### config.mk
export PLATFORM = sky130hd
export DESIGN_NAME = uart_rx_fifo
export DESIGN_NICKNAME = d
export VERILOG_FILES = /design/src/rtl/uart_pkg.sv /design/src/rtl/sync_fifo.sv /design/src/rtl/uart_rx_fifo.sv
export SDC_FILE = /design/constraint.sdc
export NUM_CORES = 1
export LEC_CHECK = 0
export BUFFER_PORTS_ARGS = -buffer_cell sky130_fd_sc_hd__buf_2
export CAP_MARGIN = 40
export CORE_UTILIZATION = 66
export DETAILED_ROUTE_END_ITERATION = 10
export GPL_TIMING_DRIVEN = 0
export PLACE_DENSITY = 0.89
export SETUP_SLACK_MARGIN = 0.4
export SYNTH_ARGS = -nofsm -noshare
export SYNTH_HDL_FRONTEND = slang
export SYNTH_HIERARCHICAL = 1
export SYNTH_SLANG_ARGS = --single-unit
export TNS_END_PERCENT = 10
### constraint.sdc
create_clock -name clk -period 10.2 [get_ports clk]
set_input_delay 2.04 -clock clk [delete_from_list [all_inputs] [get_ports clk]]
set_output_delay 2.04 -clock clk [all_outputs]
set_load 0.01 [all_outputs]
### src/rtl/uart_pkg.sv
// uart_pkg: shared FSM state type, constants and sample-point helper for the UART path.
package uart_pkg;

  localparam int unsigned SYNC_STAGES      = 2;
  localparam int unsigned MIN_CLKS_PER_BIT = 4;

  typedef enum logic [2:0] {
    StIdle,
    StStart,
    StData,
    StParity,
    StStop,
    StWaitHigh
  } rx_state_e;

  // Clocks from the detected start edge to the centre of the start bit.
  function automatic int unsigned mid_bit(input int unsigned clks_per_bit);
    return (clks_per_bit - 1) / 2;
  endfunction

endpackage

### src/rtl/sync_fifo.sv
// sync_fifo: single-clock FIFO with registered count and overrun pulse.
// A push into a full FIFO is accepted only if a pop happens in the same cycle.
module sync_fifo #(
  parameter int unsigned WIDTH = 8,
  parameter int unsigned DEPTH = 16
) (
  input  logic                   clk,
  input  logic                   reset,
  input  logic                   i_push,
  input  logic [WIDTH-1:0]       i_push_data,
  input  logic                   i_pop,
  output logic [WIDTH-1:0]       o_head,
  output logic                   o_valid,
  output logic [$clog2(DEPTH):0] o_count,
  output logic                   o_overrun
);

  localparam int unsigned AW = $clog2(DEPTH);

  logic [WIDTH-1:0] r_mem [DEPTH];
  logic [AW-1:0]    r_wr_ptr;
  logic [AW-1:0]    r_rd_ptr;
  logic [AW:0]      r_count;
  logic             r_overrun;

  logic w_empty;
  logic w_full;
  logic w_pop;
  logic w_push;

  assign w_empty = (r_count == '0);
  assign w_full  = (r_count == (AW + 1)'(DEPTH));
  assign w_pop   = i_pop & ~w_empty;
  // The same-cycle pop frees the slot this push needs.
  assign w_push  = i_push & (~w_full | w_pop);

  // Storage array; contents are meaningless until written, so no reset.
  always_ff @(posedge clk) begin
    if (w_push) begin
      r_mem[r_wr_ptr] <= i_push_data;
    end
  end

  // Pointers wrap naturally since DEPTH is a power of two.
  always_ff @(posedge clk or posedge reset) begin
    if (reset) begin
      r_wr_ptr  <= '0;
      r_rd_ptr  <= '0;
      r_count   <= '0;
      r_overrun <= 1'b0;
    end else begin
      r_overrun <= i_push & w_full & ~w_pop;
      if (w_push) begin
        r_wr_ptr <= r_wr_ptr + AW'(1);
      end
      if (w_pop) begin
        r_rd_ptr <= r_rd_ptr + AW'(1);
      end
      case ({w_push, w_pop})
        2'b10:   r_count <= r_count + (AW + 1)'(1);
        2'b01:   r_count <= r_count - (AW + 1)'(1);
        default: r_count <= r_count;
      endcase
    end
  end

  assign o_head    = w_empty ? '0 : r_mem[r_rd_ptr];
  assign o_valid   = ~w_empty;
  assign o_count   = r_count;
  assign o_overrun = r_overrun;

endmodule

### src/rtl/uart_rx_fifo.sv
// uart_rx_fifo: UART receiver (start + DATA_BITS LSB-first + stop) feeding a receive FIFO.
// Optional parity checking is enabled by defining UART_RX_PARITY_EN.
module uart_rx_fifo
  import uart_pkg::*;
#(
  parameter int unsigned CLKS_PER_BIT = 218,
  parameter int unsigned DATA_BITS    = 8,
  parameter int unsigned FIFO_DEPTH   = 16
`ifdef UART_RX_PARITY_EN
  ,
  parameter int unsigned PARITY_ODD   = 0
`endif
) (
  input  logic                        clk,
  input  logic                        reset,
  input  logic                        rxd,
  input  logic                        rd_en,
  output logic [DATA_BITS-1:0]        rd_data,
  output logic                        rd_valid,
  output logic [$clog2(FIFO_DEPTH):0] count,
  output logic                        frame_err,
  output logic                        overrun,
  output logic                        parity_err
);

  localparam int unsigned CW = $clog2(CLKS_PER_BIT);
  localparam int unsigned IW = $clog2(DATA_BITS);
  localparam logic [CW-1:0] LP_MID      = CW'(mid_bit(CLKS_PER_BIT));
  localparam logic [CW-1:0] LP_LAST     = CW'(CLKS_PER_BIT - 1);
  localparam logic [IW-1:0] LP_IDX_LAST = IW'(DATA_BITS - 1);

  if (CLKS_PER_BIT < MIN_CLKS_PER_BIT) begin : g_cpb_check
    $error("CLKS_PER_BIT must be at least %0d", MIN_CLKS_PER_BIT);
  end

  logic [SYNC_STAGES-1:0] r_sync;
  rx_state_e              r_state;
  logic [CW-1:0]          r_bit_cnt;
  logic [IW-1:0]          r_idx;
  logic [DATA_BITS-1:0]   r_shift;
  logic                   r_frame_err;
  logic                   w_rxd_s;
  logic                   w_push;
  logic                   w_stop_sample;

  assign w_rxd_s       = r_sync[SYNC_STAGES-1];
  assign w_stop_sample = (r_state == StStop) && (r_bit_cnt == LP_LAST);
  assign w_push        = w_stop_sample & w_rxd_s;

  // Two-flop synchroniser; resets to the idle (high) line level.
  always_ff @(posedge clk or posedge reset) begin
    if (reset) begin
      r_sync <= '1;
    end else begin
      r_sync <= {r_sync[SYNC_STAGES-2:0], rxd};
    end
  end

`ifdef UART_RX_PARITY_EN
  logic r_par_bit;
  logic r_parity_err;
  logic w_par_bad;

  // Data bits plus parity bit must have even (or odd) weight.
  assign w_par_bad = ((^r_shift) ^ r_par_bit) != 1'(PARITY_ODD);

  // Capture the parity bit and report a mismatch at the stop-bit sample.
  always_ff @(posedge clk or posedge reset) begin
    if (reset) begin
      r_par_bit    <= 1'b0;
      r_parity_err <= 1'b0;
    end else begin
      r_parity_err <= w_stop_sample & w_par_bad;
      if ((r_state == StParity) && (r_bit_cnt == LP_LAST)) begin
        r_par_bit <= w_rxd_s;
      end
    end
  end

  assign parity_err = r_parity_err;
`else
  assign parity_err = 1'b0;
`endif

  // Receive FSM: all samples taken at bit centres aligned from the start-bit midpoint.
  always_ff @(posedge clk or posedge reset) begin
    if (reset) begin
      r_state     <= StIdle;
      r_bit_cnt   <= '0;
      r_idx       <= '0;
      r_shift     <= '0;
      r_frame_err <= 1'b0;
    end else begin
      r_frame_err <= 1'b0;
      case (r_state)
        StIdle: begin
          if (!w_rxd_s) begin
            r_state   <= StStart;
            r_bit_cnt <= '0;
          end
        end
        StStart: begin
          if (r_bit_cnt == LP_MID) begin
            r_bit_cnt <= '0;
            r_idx     <= '0;
            // A high line at mid-start is a glitch, not a frame.
            r_state   <= w_rxd_s ? StIdle : StData;
          end else begin
            r_bit_cnt <= r_bit_cnt + CW'(1);
          end
        end
        StData: begin
          if (r_bit_cnt == LP_LAST) begin
            r_bit_cnt <= '0;
            r_shift   <= {w_rxd_s, r_shift[DATA_BITS-1:1]};
            r_idx     <= r_idx + IW'(1);
            if (r_idx == LP_IDX_LAST) begin
`ifdef UART_RX_PARITY_EN
              r_state <= StParity;
`else
              r_state <= StStop;
`endif
            end
          end else begin
            r_bit_cnt <= r_bit_cnt + CW'(1);
          end
        end
`ifdef UART_RX_PARITY_EN
        StParity: begin
          if (r_bit_cnt == LP_LAST) begin
            r_bit_cnt <= '0;
            r_state   <= StStop;
          end else begin
            r_bit_cnt <= r_bit_cnt + CW'(1);
          end
        end
`endif
        StStop: begin
          if (r_bit_cnt == LP_LAST) begin
            r_bit_cnt <= '0;
            if (w_rxd_s) begin
              r_state <= StIdle;
            end else begin
              r_frame_err <= 1'b1;
              r_state     <= StWaitHigh;
            end
          end else begin
            r_bit_cnt <= r_bit_cnt + CW'(1);
          end
        end
        StWaitHigh: begin
          // Hold off through a break until the line returns high.
          if (w_rxd_s) begin
            r_state <= StIdle;
          end
        end
        default: r_state <= StIdle;
      endcase
    end
  end

  assign frame_err = r_frame_err;

  sync_fifo #(
    .WIDTH(DATA_BITS),
    .DEPTH(FIFO_DEPTH)
  ) u_fifo (
    .clk        (clk),
    .reset      (reset),
    .i_push     (w_push),
    .i_push_data(r_shift),
    .i_pop      (rd_en),
    .o_head     (rd_data),
    .o_valid    (rd_valid),
    .o_count    (count),
    .o_overrun  (overrun)
  );

endmodule

==> out/metrics.cfg <==
[detailed_routing]
drt-pass1-iter-count=7
routed_wl_microns=15100
drt-initial-drc-count=412
drcViolationCount=0
antenna_left=0
wl_per_cell_microns=24.7
num_vias=4042
viasPerCell=6.62

[sta]
finalSetupTns_ns=0
rsz0062_at_grt=false
setup_viol=0
fmax_mhz=204
fin_ws_ns=5.30
relSlewSlack_pct=36.7
worst_pin_slew_ns=0.949
finalMaxSlewViolations=0
final_hold_viol_count=0
fin_worst_skew_ns=0.0129
whs_ns=0.364
post-route-period-util_pct=48.0
fin_crit_ns=4.90

[global_routing]
antenna_found_initial=0
grt_pass1_vias=4046
overflow=0
grt_max_degree=19
grtUsageTotal_pct=29.7
grt_pass1_wl_microns=23400

[synthesis]
synthTopCellsByArea=edfxtp_1 54%, dfrtp_1 13%, mux4_2 10%
synth-seq-cells=167
syn_inst=417
ys_types=56
synth_edf_count=128
synthTopCellsByCount=128 x edfxtp_1, 37 x dfrtp_1, 32 x mux4_2
syn_area_per_cell_sq_um=17.0
yosys_warnings=6
seq_area_frac_synth_pct=67.9
synth_fp_nets=433
yosysTopAreaCell=edfxtp_1
synthFlopType=edfxtp_1
synthesis.area_sq_mm=0.00711
synth_top_area_share_pct=54.1
synth.most_common_cell=edfxtp_1
synth_async_sr_flop_share_pct=23.4

[final_layout]
fill_cells=575
final_cell_area_sq_mm=0.00804
area_delta_synth_final_pct=13.1
finalNonFillerCells=611
diodes=0
final_util_pct=77.5
drive_gt1_share_pct=27.2
nNetsFinal=478

[setup_path]
cp_data_required_time_ns=8.16
cp_slowest_stage_delay_ns=0.59
critical_path_depth=6
cpMaxStageDelayCell=clkbuf_1
startpoint_type=flip-flop
cp_cell_sequence=clkbuf_1 -> clkbuf_1 -> mux4_2 -> mux2i_1 -> o22ai_1 -> buf_2
critPathArrivalTime_ns=2.86
end_kind=output pin
crit_family=buffers and inverters
crit_top_cell=clkbuf_1
crit_fanout=10
crit_buf_inv=3
r2r_cells=10
crit_type=flip-flop to output pin

[job]
drv_cap=0

[floorplan]
fp.dieArea_sq_mm=0.0112
core-area_sq_mm=0.0104
io_pins=21
fp.dieW_microns=106
start_util_pct=68.5
rows=37
die_y_microns=106

[clocking]
post-cts-setup-buffers=0
cts_tree=built
cts_sinks=167
clk_path_buf_depth=2
numCtsBuffers=17
clockRootBuffer=clkbuf_8
htreeDepth=4
clock_latency_ns=0.53
cts.repair.resized=0
hold_buffers=0
clkTransAtPathRegs_ns=0.06

[placed_design]
globalplace.congestion=0.822
hpwlAfterDp_microns=9230
pre_cts_slack_ns=5.86
dpl_cell_area_sq_mm=0.00745
placedCellCount=578
port-buffer-count=19

[power]
ir_drop_mv=0.136
power_density_mw_per_mm2=212
power_mw=1.70
power_leakage_nw=3.27

[run_status]
status=completed

[worst_hold_path]
hold_class=flip-flop to flip-flop
min_path_cells=0

report_power, final:
part / switching [mW] / leakage [nW] / internal [mW]
Combinational: 0.173 / 0.998 / 0.129
Clock: 0.246 / 0.282 / 0.385
Sequential: 0.0264 / 1.99 / 0.744
Total: 0.446 / 3.27 / 1.26
cells in the final DEF, fill, tap and decap left out, drive strengths merged, types with 3 or more instances in the layout:
| master | n |
|---|---|
| o211ai | 3 |
| nor4 | 8 |
| ha | 12 |
| nand4b | 3 |
| mux2 | 11 |
| nand2 | 16 |
| nand3 | 8 |
| xor2 | 5 |
| clkbuf | 29 |
| nand2b | 5 |
| nor2 | 11 |
| nor2b | 3 |
| xnor2 | 7 |
| bufinv | 3 |
| dfrtp | 37 |
| o21ai | 13 |
| o22ai | 9 |
| and2 | 8 |
| inv | 16 |
| mux2i | 17 |
| a31oi | 3 |
| clkinv | 4 |
| buf | 40 |
| a21oi | 5 |
| mux4 | 32 |
| nor3 | 6 |
| nor3b | 3 |
| a22o | 3 |
| or2 | 3 |
| edfxtp | 128 |
flip-flops by register name, indices dropped and copies added (netlist names):
| name | count |
|---|---|
| r_idx | 3 |
| u_fifo/o_count | 5 |
| r_state | 3 |
| r_bit_cnt | 8 |
| r_shift | 8 |
| frame_err | 1 |
| u_fifo/r_mem | 128 |
| u_fifo/o_overrun | 1 |
| r_sync | 2 |
| u_fifo/r_rd_ptr | 4 |
| u_fifo/r_wr_ptr | 4 |
path summary, 6_finish.rpt:
| kind | start | to | slack (ns) |
|---|---|---|---|
| setup / recovery | u_fifo/r_rd_ptr[1] | rd_data[5] | 5.30 |
| hold / removal | r_sync[0] | r_sync[1] | 0.36 |
| setup reg to reg | r_bit_cnt[1] | u_fifo/r_mem[14][4] | 6.35 |
| hold reg to reg | r_sync[0] | r_sync[1] | 0.36 |
| max in group asynchronous | reset | r_shift[4] | 8.19 |
| min in group asynchronous | reset | r_bit_cnt[0] | 1.54 |
cell type report:
class                      count  area [sq um]  area share [%]
sequential                   167          4820            60.0
multi-input combinational    214          2130            26.5
tap                          136           170            2.12
clock buffer                  23           457            5.68
clock inverter                 9           125            1.56
inverter                      16          60.1           0.747
buffer                        20           115            1.43
timing repair buffer          26           153            1.90
routing by layer:
metal / global-route usage (%) / vias to the layer above / routed length, microns
met1: 39.9 / 2082 / 6100
met4: 10.2 / 0 / 387
met3: 5.81 / 40 / 822
li1: - / 1719 / -
met2: 49.3 / 201 / 7810
met5: 0 / - / 0
kinds of logic after synthesis:
family | after synthesis | share of synthesized area [%]
simple gates | 81 | 6.69
compound gates | 48 | 4.77
other cells | 1 | 0.0528
fa+ha+maj | 12 | 2.11
flops | 167 | 67.9
mux | 60 | 14.6
buf+inv | 36 | 2.47
xor+xnor | 12 | 1.48
No activity file was read; power rests on OpenSTA's default activity.
